`src/rtl/variable_io_delay.sv`:
```
// variable_io_delay
//   Programmable-latency delay line for a bundle of level signals. The input
//   bundle is shifted through a full-depth history every clock; the output is
//   either the live input (cycles == 0) or the history tap selected by cycles.
//
// Ports:
//   clk       - single clock, rising-edge active
//   reset     - synchronous, active-high; clears the whole history
//   cycles    - requested delay N (0..2**CYCLES_W-1), used combinationally
//   original  - undelayed data bundle
//   delayed   - original as sampled N rising edges earlier (N = 0: passthrough)

module variable_io_delay #(
  parameter int WIDTH    = 16,
  parameter int CYCLES_W = 4
) (
  input  logic                clk,
  input  logic                reset,
  input  logic [CYCLES_W-1:0] cycles,
  input  logic [WIDTH-1:0]    original,
  output logic [WIDTH-1:0]    delayed
);

  localparam int unsigned MAX_DELAY = (2 ** CYCLES_W) - 1;

  // hist[k] holds original as sampled k rising edges ago.
  logic [WIDTH-1:0] hist [1:MAX_DELAY];

  // Tap table: index 0 is the live input, so every cycles value selects a
  // valid entry without an out-of-range read.
  logic [WIDTH-1:0] taps [0:MAX_DELAY];

  always_ff @(posedge clk) begin
    if (reset) begin
      for (int unsigned k = 1; k <= MAX_DELAY; k++) begin
        hist[k] <= '0;
      end
    end else begin
      hist[1] <= original;
      for (int unsigned k = 2; k <= MAX_DELAY; k++) begin
        hist[k] <= hist[k-1];
      end
    end
  end

  always_comb begin
    taps[0] = original;
    for (int unsigned k = 1; k <= MAX_DELAY; k++) begin
      taps[k] = hist[k];
    end
  end

  assign delayed = taps[cycles];

endmodule

```
`config.mk`:
```
export PLATFORM = sky130hd
export DESIGN_NAME = variable_io_delay
export DESIGN_NICKNAME = d
export VERILOG_FILES = /design/src/rtl/variable_io_delay.sv
export SDC_FILE = /design/constraint.sdc
export NUM_CORES = 1
export LEC_CHECK = 0
export CAP_MARGIN = 5
export CORE_MARGIN = 1
export CORE_UTILIZATION = 32
export CTS_BUF_LIST = sky130_fd_sc_hd__clkbuf_2 sky130_fd_sc_hd__clkbuf_4 sky130_fd_sc_hd__clkbuf_8
export DETAILED_ROUTE_END_ITERATION = 10
export HOLD_SLACK_MARGIN = 0.06
export SYNTH_ARGS = -nofsm -noshare
export SYNTH_HDL_FRONTEND = slang
export SYNTH_SLANG_ARGS = --single-unit
```
`constraint.sdc`:
```
create_clock -name clk -period 3.5 [get_ports clk]
set_clock_uncertainty 0.15 [all_clocks]
set_input_delay 1.05 -clock clk [delete_from_list [all_inputs] [get_ports clk]]
set_output_delay 1.05 -clock clk [all_outputs]
set_load 0.05 [all_outputs]
```
==> results of run 1 <==
-- where the power goes --
part / leakage (nW) / switching [mW] / total [mW] / internal (mW)
clock network: 0.421 / 1.05 / 2.46 / 1.41
logic: 1.67 / 0.180 / 0.362 / 0.182
registers: 1.94 / 0.0121 / 2.77 / 2.76
total: 4.04 / 1.24 / 5.59 / 4.35
-- repair_timing --
item / 4_1_cts / 5_1_grt
gates resized for setup: 63 / 2
setup endpoints to repair: 16 / 16
setup buffers: 11 / 1
pin swaps: 29 / 5
gates cloned: 3 / 0
-- cells by family (layout without fill, tap and decap cells) --
family	count (synthesis)	in the layout	synth area share [%]
simple gates	260	260	19.0
flops	240	240	57.7
mux	64	64	17.8
buf+inv	47	145	2.64
compound gates	32	32	2.88
-- metal layers --
layer	GRT usage, %	vias to the layer above
li1	-	2331
met1	18.1	2351
met2	18.0	78
met3	2.62	23
met4	4.29	0
met5	0	-
-- critical path, delay by kind of cell --
kind                   cells  cell delay (ns)
and+or+nand+nor            1             0.05
muxes                      1             0.51
buffers and inverters      5             0.68
AOI/OAI and AO/OA          1             0.18
-- cell usage after synthesis --
master and number:
buf_2 2, buf_4 3, nand2_1 16, clkbuf_1 33, buf_1 5, mux4_2 54, nor2_1 1, buf_6 4
and2_1 1, nor2b_1 242, dfxtp_1 240, mux4_1 10, a22oi_1 32
-- layout make-up --
type	instances	area, um2	share of cell area (%)
Sequential cell	240	4800	45.2
Multi-Input combinational cell	356	3440	32.4
Timing Repair Buffer	79	1160	10.9
Clock buffer	57	728	6.85
Tap cell	330	413	3.88
Clock inverter	9	81.3	0.765
-- cell usage in the layout (no fill, tap or decap), drive strengths merged --
| master | instances |
|---|---|
| clkinv | 4 |
| dfxtp | 240 |
| and2 | 1 |
| mux4 | 64 |
| nand2 | 16 |
| a22oi | 32 |
| nor2 | 1 |
| nor2b | 242 |
| clkdlybuf4s50 | 2 |
| clkinvlp | 3 |
| dlymetal6s2s | 1 |
| inv | 1 |
| buf | 61 |
| clkbuf | 57 |
| dlygate4sd2 | 15 |
| bufinv | 1 |
-- worst min path at each step --
stage / endpoint / slack [ns] / cells past startpoint
global placement: hist[0][48] / 0.28 / 1
detailed placement: hist[0][65] / 0.29 / 1
CTS: hist[1][54] / 0.30 / 1
global route: hist[1][54] / 0.31 / 1
floorplan: hist[0][111] / 0.28 / 1
finish: hist[1][95] / 0.31 / 1
-- through the flow --
stage | std cells | cell area (um2) | power (mW) | util, %
6_report | 1071 | 10600 | 5.59 | 42.0
5_1_grt | 1071 | 10600 | 5.83 | 42.0
4_1_cts | 1071 | 10600 | 5.68 | 42.0
3_5_place_dp | 991 | 9480 | 3.16 | 37.4
3_3_place_gp | 991 | 9480 | 3.16 | 37.4
2_1_floorplan | 643 | 8370 | 3.01 | -
==> summary.txt, run 1 <==
Worst setup path
  • Crit start category: input pin
  • Worst Setup EP: delayed[5]
  • CP max FO: 5
  • Worst path cell trace: buf_16 -> buf_12 -> buf_12 -> mux4_2 -> a22oi_2 -> buf_4 -> nand2_4 -> buf_12
  • FF-to-FF Start: hist[1][5]
  • Arr. time, crit path: 2.47 ns
  • WP data required: between 2 and 2.5 ns
  • R2r endpoint: hist[1][21]
  • Setup crit start: cycles[0]
  • Crit-path max cell delay: 0.51 ns
  • Reg2Reg Depth: 1
  • R2R setup slack: around 2.8 ns
  • Critical-path top delay cell: mux4_2
  • Most used cell along the critical path: buf_12
  • WS Path Type: in -> out
  • Worst Setup End Kind: primary output

Detailed routing
  • Antenna-violating nets left: 0
  • DRT Wirelength: between 15000 and 20000 um
  • Routed metal-1 wire length: between 8000 and 9000 um
  • Highest Signal Layer: met4
  • Via count: around 4800
  • Metal2 WL: around 6700 um
  • DR DRC count: 0
  • WL/cell: 14.5 um
  • Initial DRC count: 296
  • Met3 Routed Length: 536 um
  • Via density: 4.47
  • DRT Pass-1 Iters: 4

Global route
  • Total global-route track usage: 12.4%
  • Vias in the first global route: 4838
  • Global-route wire length before repair: 26000 um
  • Remaining Overflow, GRT: 0
  • Largest net degree at the start of global routing: 67
  • Initial antenna violation count: 0

Synthesis
  • Unique cell type count in the Yosys netlist: 13
  • Cells after Synth: 643
  • Top cells by area, synth: dfxtp_1, nor2b_1, mux4_2, mux4_1, a22oi_1
  • Area leader, netlist: dfxtp_1
  • Synth Register Bits: 240
  • Post-synth top area share: 57.7%
  • Ys Warns: 0
  • Synthesized cell area: 0.00833 mm2
  • Sequential area share after synthesis: 57.7%
  • Syn nets: 665
  • Synth Area per Inst: 13.0 um2

Die
  • Initial Util: ~33%
  • Die W: 163 um
  • Die Y: 163 um
  • CORE AREA: 0.0253 mm2
  • DIE AREA: 0.0267 mm2
  • Rows: 58
  • Io pins: 38

Power and ir drop
  • Static Leak: just over 4 nW
  • Worst VDD drop: between 0.0003 and 0.0004 V
  • PwrDens: 526 mW/mm2

Placement
  • Pre-CTS setup slack: -0.270 ns
  • Placer Congestion: 0.689
  • Number of port buffers: 37
  • Post-DP HPWL: 9130 um

STA
  • RSZ-0062 raised after global routing: yes
  • Slew @ Worst Pin: 0.431 ns
  • Peak Freq: 0.273 GHz
  • Slew Limit Fails: 0
  • Tcrit/Tclk final: 105%
  • Final setup vio count: 16
  • Final worst slack: -0.168 ns
  • Slew margin rel.: between 70% and 80%
  • Final hold viol count: 0
  • Fin crit period: 3.67 ns
  • Hold slack: between 0.3 and 0.4 ns
  • Fin Setup TNS: -1.71 ns

CTS
  • CTS tree: done
  • Clock buffer depth: 3
  • Clock Sinks: 240
  • Cts-stage hold buffer count: 0
  • CTS Buf Count: 38
  • H-tree levels: 2
  • Clock transition at path regs: 0.05 ns
  • Root Driver: clkbuf_8
  • Later-pin clock latency in the skew report: between 0.5 and 0.6 ns

Finish
  • Most flop-heavy register: hist
  • # nets final: 737
  • Fraction of layout cells with a size suffix above 1: 31.3%
  • P&R area growth vs syn: 27.6%
  • FILL cells: about 2300
  • Max FFs per register: between 200 and 250
  • Largest regs: hist x240
  • Antenna Cells: 0

Run
  • Max capacitance violation total: 0

Outcome
  • Failing checks: setup timing
  • Status: complete, but fails checks

Hold path
  • Hold path startpoint: hist[1][79]
  • Worst min path class: reg -> reg
(Power assumes the default switching activity.)
==> inputs of run 2 (changes only) <==
ABC_AREA = 1   (was unset)
==> run 2 against run 1 <==
  * Sequential power about the same
  * Highest routed layer unchanged
  * Via count is 57% higher
  * Total power up 6.5%
  * The run now ends clean
  * Die area grew 11%
  * Register-to-register slack better by 0.04 ns
  * Largest power group unchanged
  * Clock power grew 4%
  * Core utilization decreased by 2.0 points
  * Non-clock buffer count decreased by 11
==> summary.txt, run 2 <==
Finish
  • Most frequent cells in the layout: nand2_1, inv_1, nor2_1, dfxtp_1, nand3_1
  • P&R area growth vs syn: 21.1%
  • Final std cells w/o fill: between 1500 and 2000
  • Fraction of layout cells with a size suffix above 1: 10.1%
  • Most common cell after layout, fill and taps aside: nand2_1
  • Most flop-heavy register: hist
  • FILL cells: 2934
  • Max FFs per register: 240
  • Post-route design area: 0.0112 mm2
  • Antenna Cells: 0
  • # nets final: roughly 1400
  • Largest regs: hist x240

Power and ir drop
  • PwrDens: roughly 530 mW/mm2
  • Worst VDD drop: 0.000237 V
  • Power Total: 5.96 mW
  • Clock power share: a little over two fifths
  • Sw power: 1.44 mW
  • Gate power share: 10.5%
  • Sequential Power Share: 46.5%
  • Static Leak: slightly above 5 nW
  • Internal power: roughly 4.5 mW
  • Sw frac: 24.1%

CTS
  • Root Driver: clkbuf_8
  • H-tree levels: 2
  • Clock Sinks: 240
  • Post-CTS setup repair buffer count: 0
  • CTS tree: done
  • Later-pin clock latency in the skew report: 0.51 ns
  • Clock buffer depth: 3
  • Cts-stage hold buffer count: 0
  • CTS Buf Count: 39
  • Clock transition at path regs: 0.06 ns

Synthesis
  • Cells after Synth: 1311
  • Area leader, netlist: dfxtp_1
  • Top cells by area, synth: dfxtp_1, nand3_1, nand2_1, inv_1, nor2_1
  • Ys async rst share: 0%
  • Synth Register Bits: 240
  • Unique cell type count in the Yosys netlist: 13
  • Ys Warns: 0
  • Synth top cells by count: nand2_1, inv_1, dfxtp_1, nor2_1, nand3_1
  • Synth Area per Inst: 7.06 um2
  • Sequential area share after synthesis: 51.9%
  • Most common cell in the synthesized netlist: nand2_1
  • Syn nets: 1333
  • Synth Flop Type: dfxtp_1
  • Post-synth top area share: 51.9%
  • Number of synthesized flops with an enable pin: 0
  • Synthesized cell area: 0.00926 mm2

STA
  • Slew margin rel.: 66.5%
  • Final hold viol count: 0
  • RSZ-0062 raised after global routing: yes
  • Final setup vio count: 0
  • Tcrit/Tclk final: between 90% and 100%
  • Final worst slack: 0.0680 ns
  • Slew @ Worst Pin: 0.503 ns
  • Peak Freq: 0.291 GHz
  • Slew Limit Fails: 0
  • Fin Setup TNS: 0 ns
  • Fin crit period: 3.43 ns

Die
  • DIE AREA: 0.0296 mm2
  • CORE AREA: 0.0281 mm2
  • Io pins: 38
  • Die Y: 172 um
  • Initial Util: between 30% and 40%
  • Rows: 61
  • Die W: 172 um

Placement
  • Post-DP HPWL: ~12000 um
  • Dpl cell area: between 0.01 and 0.015 mm2
  • Number of port buffers: 37
  • Post-Place Cells: around 1700
  • Pre-CTS setup slack: -0.104 ns
  • Placer Congestion: 0.747

Worst setup path
  • Worst path cell trace: clkdlybuf4s50_1 -> inv_1 -> buf_12 -> nand3_1 -> nand2_2 -> buf_12
  • Arr. time, crit path: roughly 2.2 ns
  • Critical path's top delay family: buffers and inverters
  • Crit path buf inv count: 4
  • WP data required: 2.30 ns
  • Critical-path top delay cell: clkdlybuf4s50_1
  • Crit start category: input pin
  • Worst Setup End Kind: primary output
  • WS Path Type: in -> out
  • Crit-path max cell delay: 0.46 ns
  • Most used cell along the critical path: buf_12
  • CP max FO: 15

Global route
  • Initial antenna violation count: 0
  • Total global-route track usage: 14.6%
  • Largest net degree at the start of global routing: 69
  • Vias in the first global route: 6982
  • Remaining Overflow, GRT: 0
  • Global-route wire length before repair: between 30000 and 40000 um

Detailed routing
  • Via density: between 4 and 5
  • DR DRC count: 0
  • DRT Pass-1 Iters: 4
  • Initial DRC count: 455
  • Via count: 7491
  • DRT Wirelength: 20600 um
  • Antenna-violating nets left: 0
  • WL/cell: 11.8 um

Hold path
  • Worst min path class: reg -> reg

Run
  • Max capacitance violation total: 0

Outcome
  • Status: finished, final reports clean
run 2: cell count changes in the layout (fill, tap and decap cells not counted), sizes merged, moves of 32 or more:
cell / previous run / this run
nor2b: 242 / 0
inv: 1 / 257
nand2: 16 / 272
nor2: 1 / 240
a22oi: 32 / 0
mux4: 64 / 0
nand3: 0 / 221
run 2: per-stage QoR:
stage                     util [%]  hold slack (ns)
final                         39.9            0.265
after global routing          39.9            0.286
after CTS                     39.6            0.267
after detailed placement      36.5            0.266
after global placement        36.5            0.257
after floorplan                  -            0.255
run 2: path summary, 6_finish.rpt:
path,from,to,slack [ns],cells past startpoint
setup reg to reg,hist[0][81],hist[0][97],2.81,2
hold reg to reg,hist[1][49],hist[1][65],0.27,2
hold / removal,hist[1][49],hist[1][65],0.27,2
setup / recovery,cycles[3],delayed[1],0.07,6
run 2: power by group through the flow:
stage                     registers [mW]  logic (mW)  clock network, mW
after CTS                           2.77       0.620               2.64
after global placement              2.83       0.608                  0
after global routing                2.77       0.687               2.77
after detailed placement            2.83       0.610                  0
after floorplan                     2.83       0.372                  0
final                               2.77       0.626               2.56
run 2: cell families after synthesis:
kind of cell	count (synthesis)	synth area share, %
compound gates	3	0.162
flops	240	51.9
buf+inv	335	15.2
simple gates	733	32.7
run 2: worst register-to-register path: cells and delay by family (launching register included):
kind | cells | cell delay (ns)
buf+inv | 1 | 0.06
flops | 1 | 0.30
simple gates | 1 | 0.04
run 2: layout make-up:
class                      count  area [um2]  area share (%)
timing repair buffer          68        1010            9.04
inverter                     257         970            8.65
sequential                   240        4800            42.8
tap                          378         473            4.22
clock inverter                 5        50.0           0.446
clock buffer                  64         800            7.13
multi-input combinational    736        3100            27.7
run 2: what timing repair did:
action                                  in CTS  in global routing
pin swaps                                    0                  4
resized for setup                            5                 17
endpoints found under the setup margin      16                 14
hold endpoints to repair                     0                  0
cloned                                       1                  1
run 2: routing by layer:
| metal | up-vias | track usage (%) | wire length [um] |
|---|---|---|---|
| met5 | - | 0 | 0 |
| met4 | 0 | 4.04 | 335 |
| met3 | 31 | 2.75 | 1030 |
| met2 | 133 | 23.7 | 9300 |
| met1 | 3408 | 19.7 | 9980 |
| li1 | 3919 | - | - |
